<file path="src/rtl/status_pkg.sv">
// Shared constants for the status/event register block: register map, response codes,
// default widths and small byte-lane helpers.
package status_pkg;

  localparam int DEF_DATA_W     = 32;
  localparam int DEF_ADDR_W     = 4;
  localparam int DEF_NUM_EVENTS = 8;

  localparam logic [1:0] RESP_OKAY = 2'b00;

  localparam logic [3:0] OFF_STATUS  = 4'h0;
  localparam logic [3:0] OFF_MASK    = 4'h4;
  localparam logic [3:0] OFF_EVCOUNT = 4'h8;
  localparam logic [3:0] OFF_SCRATCH = 4'hC;

  typedef enum logic [1:0] {
    REG_STATUS  = 2'd0,
    REG_MASK    = 2'd1,
    REG_EVCOUNT = 2'd2,
    REG_SCRATCH = 2'd3
  } reg_sel_e;

  function automatic logic [31:0] strb_to_mask(input logic [3:0] strb);
    logic [31:0] m;
    m = '0;
    for (int b = 0; b < 4; b++) m[b*8 +: 8] = {8{strb[b]}};
    return m;
  endfunction

  function automatic logic [31:0] sat_inc(input logic [31:0] v);
    return (v == 32'hFFFF_FFFF) ? v : v + 32'd1;
  endfunction

endpackage

</file>
<file path="src/rtl/status_axil_if.sv">
// AXI4-Lite slave handshake: turns bus transactions into single-cycle write/read strobes
// for the register core and holds the B/R responses until the master takes them.
module status_axil_if
  import status_pkg::*;
#(
  parameter int C_S_AXI_DATA_WIDTH = DEF_DATA_W,
  parameter int C_S_AXI_ADDR_WIDTH = DEF_ADDR_W
) (
  input  logic                              ACLK,
  input  logic                              ARESETN,
  input  logic [C_S_AXI_ADDR_WIDTH-1:0]     S_AXI_AWADDR,
  input  logic [2:0]                        S_AXI_AWPROT,
  input  logic                              S_AXI_AWVALID,
  output logic                              S_AXI_AWREADY,
  input  logic [C_S_AXI_DATA_WIDTH-1:0]     S_AXI_WDATA,
  input  logic [C_S_AXI_DATA_WIDTH/8-1:0]   S_AXI_WSTRB,
  input  logic                              S_AXI_WVALID,
  output logic                              S_AXI_WREADY,
  output logic [1:0]                        S_AXI_BRESP,
  output logic                              S_AXI_BVALID,
  input  logic                              S_AXI_BREADY,
  input  logic [C_S_AXI_ADDR_WIDTH-1:0]     S_AXI_ARADDR,
  input  logic [2:0]                        S_AXI_ARPROT,
  input  logic                              S_AXI_ARVALID,
  output logic                              S_AXI_ARREADY,
  output logic [C_S_AXI_DATA_WIDTH-1:0]     S_AXI_RDATA,
  output logic [1:0]                        S_AXI_RRESP,
  output logic                              S_AXI_RVALID,
  input  logic                              S_AXI_RREADY,
  output logic                              wr_en,
  output logic [C_S_AXI_ADDR_WIDTH-1:0]     wr_addr,
  output logic [C_S_AXI_DATA_WIDTH-1:0]     wr_data,
  output logic [C_S_AXI_DATA_WIDTH/8-1:0]   wr_strb,
  output logic                              rd_en,
  output logic [C_S_AXI_ADDR_WIDTH-1:0]     rd_addr,
  input  logic [C_S_AXI_DATA_WIDTH-1:0]     rd_data
);

  logic                          wr_ready;
  logic                          bvalid;
  logic                          rd_ready;
  logic                          rvalid;
  logic [C_S_AXI_DATA_WIDTH-1:0] rdata;

  // AW and W are taken together; the ready cycle is also the commit cycle, so the
  // master is still holding address/data while the core consumes them.
  always_ff @(posedge ACLK or negedge ARESETN) begin
    if (!ARESETN) begin
      wr_ready <= 1'b0;
      bvalid   <= 1'b0;
    end else begin
      wr_ready <= S_AXI_AWVALID && S_AXI_WVALID && !bvalid && !wr_ready;
      if (wr_ready)
        bvalid <= 1'b1;
      else if (S_AXI_BREADY)
        bvalid <= 1'b0;
    end
  end

  // Read data is captured on the ARREADY edge, i.e. from register state before any
  // write committing on that same edge.
  always_ff @(posedge ACLK or negedge ARESETN) begin
    if (!ARESETN) begin
      rd_ready <= 1'b0;
      rvalid   <= 1'b0;
      rdata    <= '0;
    end else begin
      rd_ready <= S_AXI_ARVALID && !rvalid && !rd_ready;
      if (rd_ready) begin
        rvalid <= 1'b1;
        rdata  <= rd_data;
      end else if (S_AXI_RREADY) begin
        rvalid <= 1'b0;
      end
    end
  end

  assign wr_en   = wr_ready;
  assign wr_addr = S_AXI_AWADDR;
  assign wr_data = S_AXI_WDATA;
  assign wr_strb = S_AXI_WSTRB;
  assign rd_en   = rd_ready;
  assign rd_addr = S_AXI_ARADDR;

  assign S_AXI_AWREADY = wr_ready;
  assign S_AXI_WREADY  = wr_ready;
  assign S_AXI_BVALID  = bvalid;
  assign S_AXI_BRESP   = RESP_OKAY;
  assign S_AXI_ARREADY = rd_ready;
  assign S_AXI_RVALID  = rvalid;
  assign S_AXI_RDATA   = rdata;
  assign S_AXI_RRESP   = RESP_OKAY;

  logic unused_prot;
  assign unused_prot = ^{S_AXI_AWPROT, S_AXI_ARPROT};

endmodule

</file>
<file path="src/rtl/status_event_regs.sv">
// Sticky event status block: edge-detects evt_in into a W1C STATUS register, counts
// unmasked event cycles in EVCOUNT and raises irq for any unmasked sticky bit.
module status_event_regs
  import status_pkg::*;
#(
  parameter int C_S_AXI_DATA_WIDTH = DEF_DATA_W,
  parameter int C_S_AXI_ADDR_WIDTH = DEF_ADDR_W,
  parameter int C_NUM_EVENTS       = DEF_NUM_EVENTS
) (
  input  logic                              ACLK,
  input  logic                              ARESETN,
  input  logic [C_NUM_EVENTS-1:0]           evt_in,
  output logic                              irq,
  input  logic [C_S_AXI_ADDR_WIDTH-1:0]     S_AXI_AWADDR,
  input  logic [2:0]                        S_AXI_AWPROT,
  input  logic                              S_AXI_AWVALID,
  output logic                              S_AXI_AWREADY,
  input  logic [C_S_AXI_DATA_WIDTH-1:0]     S_AXI_WDATA,
  input  logic [C_S_AXI_DATA_WIDTH/8-1:0]   S_AXI_WSTRB,
  input  logic                              S_AXI_WVALID,
  output logic                              S_AXI_WREADY,
  output logic [1:0]                        S_AXI_BRESP,
  output logic                              S_AXI_BVALID,
  input  logic                              S_AXI_BREADY,
  input  logic [C_S_AXI_ADDR_WIDTH-1:0]     S_AXI_ARADDR,
  input  logic [2:0]                        S_AXI_ARPROT,
  input  logic                              S_AXI_ARVALID,
  output logic                              S_AXI_ARREADY,
  output logic [C_S_AXI_DATA_WIDTH-1:0]     S_AXI_RDATA,
  output logic [1:0]                        S_AXI_RRESP,
  output logic                              S_AXI_RVALID,
  input  logic                              S_AXI_RREADY
);

  logic                              wr_en;
  logic [C_S_AXI_ADDR_WIDTH-1:0]     wr_addr;
  logic [C_S_AXI_DATA_WIDTH-1:0]     wr_data;
  logic [C_S_AXI_DATA_WIDTH/8-1:0]   wr_strb;
  logic                              rd_en;
  logic [C_S_AXI_ADDR_WIDTH-1:0]     rd_addr;
  logic [C_S_AXI_DATA_WIDTH-1:0]     rd_data;

  status_axil_if #(
    .C_S_AXI_DATA_WIDTH (C_S_AXI_DATA_WIDTH),
    .C_S_AXI_ADDR_WIDTH (C_S_AXI_ADDR_WIDTH)
  ) u_axil_if (
    .ACLK          (ACLK),
    .ARESETN       (ARESETN),
    .S_AXI_AWADDR  (S_AXI_AWADDR),
    .S_AXI_AWPROT  (S_AXI_AWPROT),
    .S_AXI_AWVALID (S_AXI_AWVALID),
    .S_AXI_AWREADY (S_AXI_AWREADY),
    .S_AXI_WDATA   (S_AXI_WDATA),
    .S_AXI_WSTRB   (S_AXI_WSTRB),
    .S_AXI_WVALID  (S_AXI_WVALID),
    .S_AXI_WREADY  (S_AXI_WREADY),
    .S_AXI_BRESP   (S_AXI_BRESP),
    .S_AXI_BVALID  (S_AXI_BVALID),
    .S_AXI_BREADY  (S_AXI_BREADY),
    .S_AXI_ARADDR  (S_AXI_ARADDR),
    .S_AXI_ARPROT  (S_AXI_ARPROT),
    .S_AXI_ARVALID (S_AXI_ARVALID),
    .S_AXI_ARREADY (S_AXI_ARREADY),
    .S_AXI_RDATA   (S_AXI_RDATA),
    .S_AXI_RRESP   (S_AXI_RRESP),
    .S_AXI_RVALID  (S_AXI_RVALID),
    .S_AXI_RREADY  (S_AXI_RREADY),
    .wr_en         (wr_en),
    .wr_addr       (wr_addr),
    .wr_data       (wr_data),
    .wr_strb       (wr_strb),
    .rd_en         (rd_en),
    .rd_addr       (rd_addr),
    .rd_data       (rd_data)
  );

  logic [C_NUM_EVENTS-1:0] status;
  logic [C_NUM_EVENTS-1:0] mask;
  logic [31:0]             evcount;
  logic [31:0]             scratch;
  logic [C_NUM_EVENTS-1:0] evt_hist;
  logic                    primed;

  reg_sel_e                wr_sel;
  reg_sel_e                rd_sel;
  logic [31:0]             byte_mask;
  logic [C_NUM_EVENTS-1:0] rise;
  logic [C_NUM_EVENTS-1:0] w1c;
  logic                    hit;
  logic                    cnt_clr;

  assign wr_sel    = reg_sel_e'(wr_addr[3:2]);
  assign rd_sel    = reg_sel_e'(rd_addr[3:2]);
  assign byte_mask = strb_to_mask(wr_strb);

  // No edges are reported until the history register has seen one real sample, so a
  // level held high across reset release is not mistaken for an event.
  assign rise    = primed ? (evt_in & ~evt_hist) : '0;
  assign hit     = |(rise & mask);
  assign w1c     = (wr_en && wr_sel == REG_STATUS) ?
                   (wr_data[C_NUM_EVENTS-1:0] & byte_mask[C_NUM_EVENTS-1:0]) : '0;
  assign cnt_clr = wr_en && (wr_sel == REG_EVCOUNT);

  always_ff @(posedge ACLK or negedge ARESETN) begin
    if (!ARESETN) begin
      evt_hist <= '0;
      primed   <= 1'b0;
      status   <= '0;
      irq      <= 1'b0;
    end else begin
      evt_hist <= evt_in;
      primed   <= 1'b1;
      status   <= (status & ~w1c) | rise;
      irq      <= |(status & mask);
    end
  end

  always_ff @(posedge ACLK or negedge ARESETN) begin
    if (!ARESETN) begin
      mask    <= '0;
      scratch <= '0;
    end else if (wr_en) begin
      if (wr_sel == REG_MASK)
        mask <= (mask & ~byte_mask[C_NUM_EVENTS-1:0]) |
                (wr_data[C_NUM_EVENTS-1:0] & byte_mask[C_NUM_EVENTS-1:0]);
      if (wr_sel == REG_SCRATCH)
        scratch <= (scratch & ~byte_mask) | (wr_data & byte_mask);
    end
  end

  // A clear that lands on a counted cycle keeps that cycle's count.
  always_ff @(posedge ACLK or negedge ARESETN) begin
    if (!ARESETN)
      evcount <= '0;
    else if (cnt_clr)
      evcount <= {31'd0, hit};
    else if (hit)
      evcount <= sat_inc(evcount);
  end

  always_comb begin
    rd_data = '0;
    if (rd_en) begin
      case (rd_sel)
        REG_STATUS:  rd_data = 32'(status);
        REG_MASK:    rd_data = 32'(mask);
        REG_EVCOUNT: rd_data = evcount;
        default:     rd_data = scratch;
      endcase
    end
  end

  logic unused_addr;
  assign unused_addr = ^{wr_addr[1:0], rd_addr[1:0]};

endmodule

</file>
<file path="config.mk">
export PLATFORM = sky130hd
export DESIGN_NAME = status_event_regs
export DESIGN_NICKNAME = d
export VERILOG_FILES = /design/src/rtl/status_pkg.sv /design/src/rtl/status_axil_if.sv /design/src/rtl/status_event_regs.sv
export SDC_FILE = /design/constraint.sdc
export NUM_CORES = 1
export LEC_CHECK = 0
export CAP_MARGIN = 10
export CELL_PAD_IN_SITES_DETAIL_PLACEMENT = 0
export CELL_PAD_IN_SITES_GLOBAL_PLACEMENT = 1
export CORE_MARGIN = 5
export CORE_UTILIZATION = 43
export CTS_BUF_LIST = sky130_fd_sc_hd__clkbuf_4 sky130_fd_sc_hd__clkbuf_8
export DETAILED_ROUTE_END_ITERATION = 6
export PLACE_DENSITY = 0.91
export SYNTH_ARGS = -nofsm -noshare
export SYNTH_HDL_FRONTEND = slang
export SYNTH_SLANG_ARGS = --single-unit
</file>
<file path="constraint.sdc">
create_clock -name ACLK -period 2.35 [get_ports ACLK]
set_input_delay 0.705 -clock ACLK [delete_from_list [all_inputs] [get_ports ACLK]]
set_output_delay 0.705 -clock ACLK [all_outputs]
set_load 0.05 [all_outputs]
</file>
# --- Word-level counts from Yosys, hierarchy flattened ---
# Cells that the tools add are included.
totals:
  input_bits: 65
  regBits: 126
  out_inout_bits: 42
op_classes:
  reduce_logical: 21
  eq_ne: 7
  n_bitwise: 15
  n_addsub: 1
  n_mux: 10
ops:
  columns: ["cell", "n"]
  rows:
  - ["2-to-1 mux 32 bit", 3]
  - ["one-hot mux 32 bit (3 select lines)", 1]
  - ["bitwise AND 32 bit", 2]
  - ["bitwise AND 8 bit", 6]
  - ["adder 32 x 1 -> 32 bit, second input constant", 1]
  - ["== test 32 bit, second input constant", 1]
  - ["inverter 32 bit", 1]
  - ["OR 32 bit", 1]
  - ["inverter 8 bit", 3]
  - ["2-to-1 mux 8 bit", 2]
  - ["OR 8 bit", 2]
  - ["OR reduction 8 bit", 2]
  - ["logical AND 1 bit", 7]
  - ["== test 2 bit, second input constant", 3]
  - ["AND reduction 2 bit", 3]
  - ["nonzero test 2 bit", 3]
  - ["== test 2 x 1 -> 1 bit, second input constant", 2]
  - ["zero test 1 bit", 4]
  - ["zero test 2 bit", 2]
  - ["2-to-1 mux 1 bit", 4]
  - ["!= test 2 bit, second input constant", 1]

# --- Longest topological paths before layout ---
depth:
  ltp_word: 7
  ltp_mapped: 9
  ltp_nobuf: 6

# --- Hierarchy ---
# From an unflattened synthesis, not the netlist that was laid out.
hier_totals:
  hier_cells: 577
  area_unflattened_um2: 6662.6
by_module_without_submodules:
  columns: ["mod", "cells_per_inst", "seq_area_each_um2", "area_each_um2", "instances"]
  rows:
  - ["status_event_regs", 446, 2252.2, 4799.6, 1]
  - ["status_axil_if", 131, 900.9, 1863.0, 1]

# --- Worst setup path before layout ---
# No wires, ideal clock.
synth_timing:
  path_kind: "input-to-reg"
  from: "in S_AXI_ARADDR[2]"
  to: "reg u_axil_if.rdata[4], in the netlist u_axil_if.S_AXI_RDATA[4]"
  n_path_buf: 2
  arrival_ns: 2.032
  stages: 4
  required_ns: 2.225
  slack_ns: 0.193
  path_cell_list: "clkbuf_1 -> buf_2 -> mux4_2 -> mux2_2"
synth_between:
  elab_chain_cells: 2
  elab_cells_between_ends: 4
  classes_between: "2 x eq/ne; 1 x mux; 1 x reduce/logical"
synth_lines:
  columns: ["item", "line", "text"]
  rows:
  - ["start, declared", "status_event_regs.sv:25", "input logic [C_S_AXI_ADDR_WIDTH-1:0] S_AXI_ARADDR,"]
  - ["== test 2 bit (tied with other cells)", "status_event_regs.sv:144", "case (rd_sel)"]
  - ["one-hot mux 32 bit (3 select lines) *", "status_event_regs.sv:144", null]
  - ["end signal, assigned", "status_axil_if.sv:71", "rdata <= rd_data;"]
  - ["end, declared", "status_axil_if.sv:43", "logic [C_S_AXI_DATA_WIDTH-1:0] rdata;"]
# Mark *: on every way between the ends. The rest lies on a longest branch, timed or not.
# A chain may end at the register's enable or synchronous reset.

# --- Worst setup path in the final report ---
layout_timing:
  from: "reg u_axil_if.rdata[2], in the netlist u_axil_if.S_AXI_RDATA[2]"
  to: "out S_AXI_RDATA[2]"
layout_rtl:
  columns: ["item", "line", "text"]
  rows:
  - ["end, declared", "status_event_regs.sv:29", "output logic [C_S_AXI_DATA_WIDTH-1:0] S_AXI_RDATA,"]
# No word-level cell between the ends.

==> impl_metrics.toml <==
[status]
status = "finished clean"

[floorplanning]
dieArea_sq_um = 16490
die_w_um = 128.4
initial_core_util_pct = 43.62
fp.dieH_um = 128.4
coreArea_sq_um = 13830
ios = 107
rows = 43

[clock_tree]
cts-hold-fix-buffers = 0
cts_max_level = 4
cts_tree = "done"
numCtsBuffers = 17
cts_setup_buffers = 0
clock-sinks = 126
cts_buffer_depth = 2
clk_pin_slew_worst_paths_ns = 0.07
cts_root_buf = "clkbuf_8"
clkLatencyLatePin_ns = 0.44

[timing]
drv_slew = 0
fin_skew_ns = 0.008980
hold_viol_final = 0
max_freq_mhz = 436.3
rsz0062_at_grt = "false"
period_minus_slack_ns = 2.292
max_slew_margin_pct = 65.17
min_period_over_period_pct = 97.53
tightestPinTransition_ns = 0.5216
setup_violations = 0
setup_slack_ns = 0.05800

[synthesis]
synth.top_cells.by_area = "dfrtp_1 52%, mux2_2 9.0%, mux2i_1 6.5%"
synth_common_cells = "126 x dfrtp_1, 48 x mux2_2, 42 x nand2_1, 39 x mux2i_1, 36 x inv_1"
synth_edf_count = 0
synth_warnings = 0
synth.top_cell.area_share_pct = 52.28
synth_top_area_cell = "dfrtp_1"
synth_most_common_cell = "dfrtp_1"
netlist_area_sq_um = 6031
postSynthAreaPerCell_sq_um = 11.71
synth_ff_type = "dfrtp_1"
yosys.cell_types.count = 53
async_reset_ff_share_pct = 100.0
syn_inst = 515
yosysSeqAreaShare_pct = 52.28
synth-seq-cells = 126

[cells_and_area]
seq_area_sq_um = 3153
fillCellCount = 1151
insertedDiodeCount = 0
post-route-util_pct = 55.98
multi_input_area_sq_um = 2556
layout-drive-gt1-share_pct = 21.89
syn2layout_area_growth_pct = 28.34
fin_nets = 697

[setup_path]
critPathCaptureType = "output pin"
crit_arrival_ns = 1.59
critPathTopFamily = "buffers and inverters"
crit_chain = "clkdlybuf4s50_1"
cp_slowest_cell = "clkdlybuf4s50_1"
critPathBufInv = 1
crit_type = "flip-flop to output pin"
cp_max_fo = 2
critPathMaxStageDelay_ns = 0.80
cp-start-kind = "flip-flop"
worstPathRequired_ns = 1.64

[power]
p_leak_nw = 3.713
ir_worst_vdd_mv = 0.3946
powerDensity_nw_per_um2 = 818.1
total_power_w = 0.006332

[global_route]
grt_pass1_wl_um = 23630
antenna_found_initial = 0
grt_max_degree = 47
grtUsageTotal_pct = 17.95
first_global_vias = 4816
grt-ovfl-total = 0

[flow_run]
drv_cap = 0

[routing]
drc = 0
vias = 4555
dr.pass1.iters = 4
via_per_inst = 5.528
routedWlPerCell_um = 17.06
drtIter0Drc = 293
ant_nets = 0
wl_um = 14060

[placed_design]
place_ws_ns = -0.2490
dp_hpwl_um = 10100
port_buffers = 92
gp_congestion = 0.8279

[min_path]
hp-class = "input pin to asynchronous set/reset pin"
==> path summary, 6_finish.rpt <==
path                                                            from  cells after the start  slack, ns                                 to
worst max register to register                evcount[0]$_DFFE_PN0P_                      7       0.25             evcount[9]$_DFFE_PN0P_
max in group asynchronous                                    ARESETN                      2       1.49         asynchronous set/reset pin
worst max-delay path            u_axil_if.S_AXI_RDATA[2]$_DFFE_PN0P_                      1       0.06                     S_AXI_RDATA[2]
worst min-delay path                                         ARESETN                      1       0.20         asynchronous set/reset pin
worst min register to register    u_axil_if.S_AXI_BVALID$_DFFE_PN0P_                      1       0.46  u_axil_if.S_AXI_AWREADY$_DFF_PN0_
min in group ACLK                 u_axil_if.S_AXI_BVALID$_DFFE_PN0P_                      1       0.46  u_axil_if.S_AXI_AWREADY$_DFF_PN0_
==> stage by stage <==
stage / std cells / TNS (ns) / hold WS (ns) / area (sq um)
floorplan: 518 / 0 / 0.4094 / 6042
global placement: 792 / -3.825 / 0.4479 / 7305
detailed placement: 792 / -4.526 / 0.4583 / 7305
CTS: 824 / 0 / 0.1881 / 7676
global route: 824 / 0 / 0.2099 / 7740
finish: 824 / 0 / 0.2033 / 7740
==> timing repair <==
item / CTS / global route
setup endpoints to repair: 6 / 23
resized for setup: 6 / 24
gates cloned: 0 / 0
==> layout make-up <==
type / count / share of cell area (%)
Timing Repair Buffer: 127 / 16.68
Tap cell: 180 / 2.910
Clock inverter: 7 / 0.7759
Sequential cell: 126 / 40.74
Inverter: 36 / 1.746
Multi-Input combinational cell: 323 / 33.03
Clock buffer: 25 / 4.122
==> cells by family (layout without fill, tap and decap cells) <==
group	after synthesis	in the layout	synth area share, %
adder cells (fa/ha/maj)	1	1	0.2074
flip-flops	126	126	52.28
AND/OR/NAND/NOR	144	144	14.09
multiplexers	95	95	18.42
buffers and inverters	69	195	5.726
other	2	5	0.1245
AO/OA/AOI/OAI	78	78	9.149
==> cells in the final DEF (no fill, tap or decap), drive strengths merged, types with 4 or more instances in the layout <==
master         count
inv               36
mux2              48
and4               5
a21oi             14
and3               7
o22ai             24
clkdlybuf4s50     59
clkinv             6
or4               13
nand4             12
o31ai             13
nor2               6
a22oi              4
mux2i             39
nor3               4
a32o               8
nand2b            14
nand3b             6
mux4               8
nand3             13
nand2             42
clkbuf            25
nor4              10
dlymetal6s2s      22
dfrtp            126
buf               40
dlygate4sd2        6
conb               5
==> routing by layer <==
layer	part of all wire [%]	vias to the layer above	global-route usage, %
met1	42	2262	22.46
met3	4.9	30	4.110
met5	0	-	0
met4	2.5	0	7.054
met2	51	137	30.25
li1	-	2126	-
==> power by group <==
group | total [W] | leakage (nW) | internal, W | switching (W)
sequential | 0.00279 | 1.61 | 0.00254 | 0.000248
combinational | 0.00175 | 1.89 | 0.000753 | 0.00100
clock | 0.00179 | 0.207 | 0.000984 | 0.000802
total | 0.00633 | 3.71 | 0.00428 | 0.00205
Power figures use the tool's default switching activity.
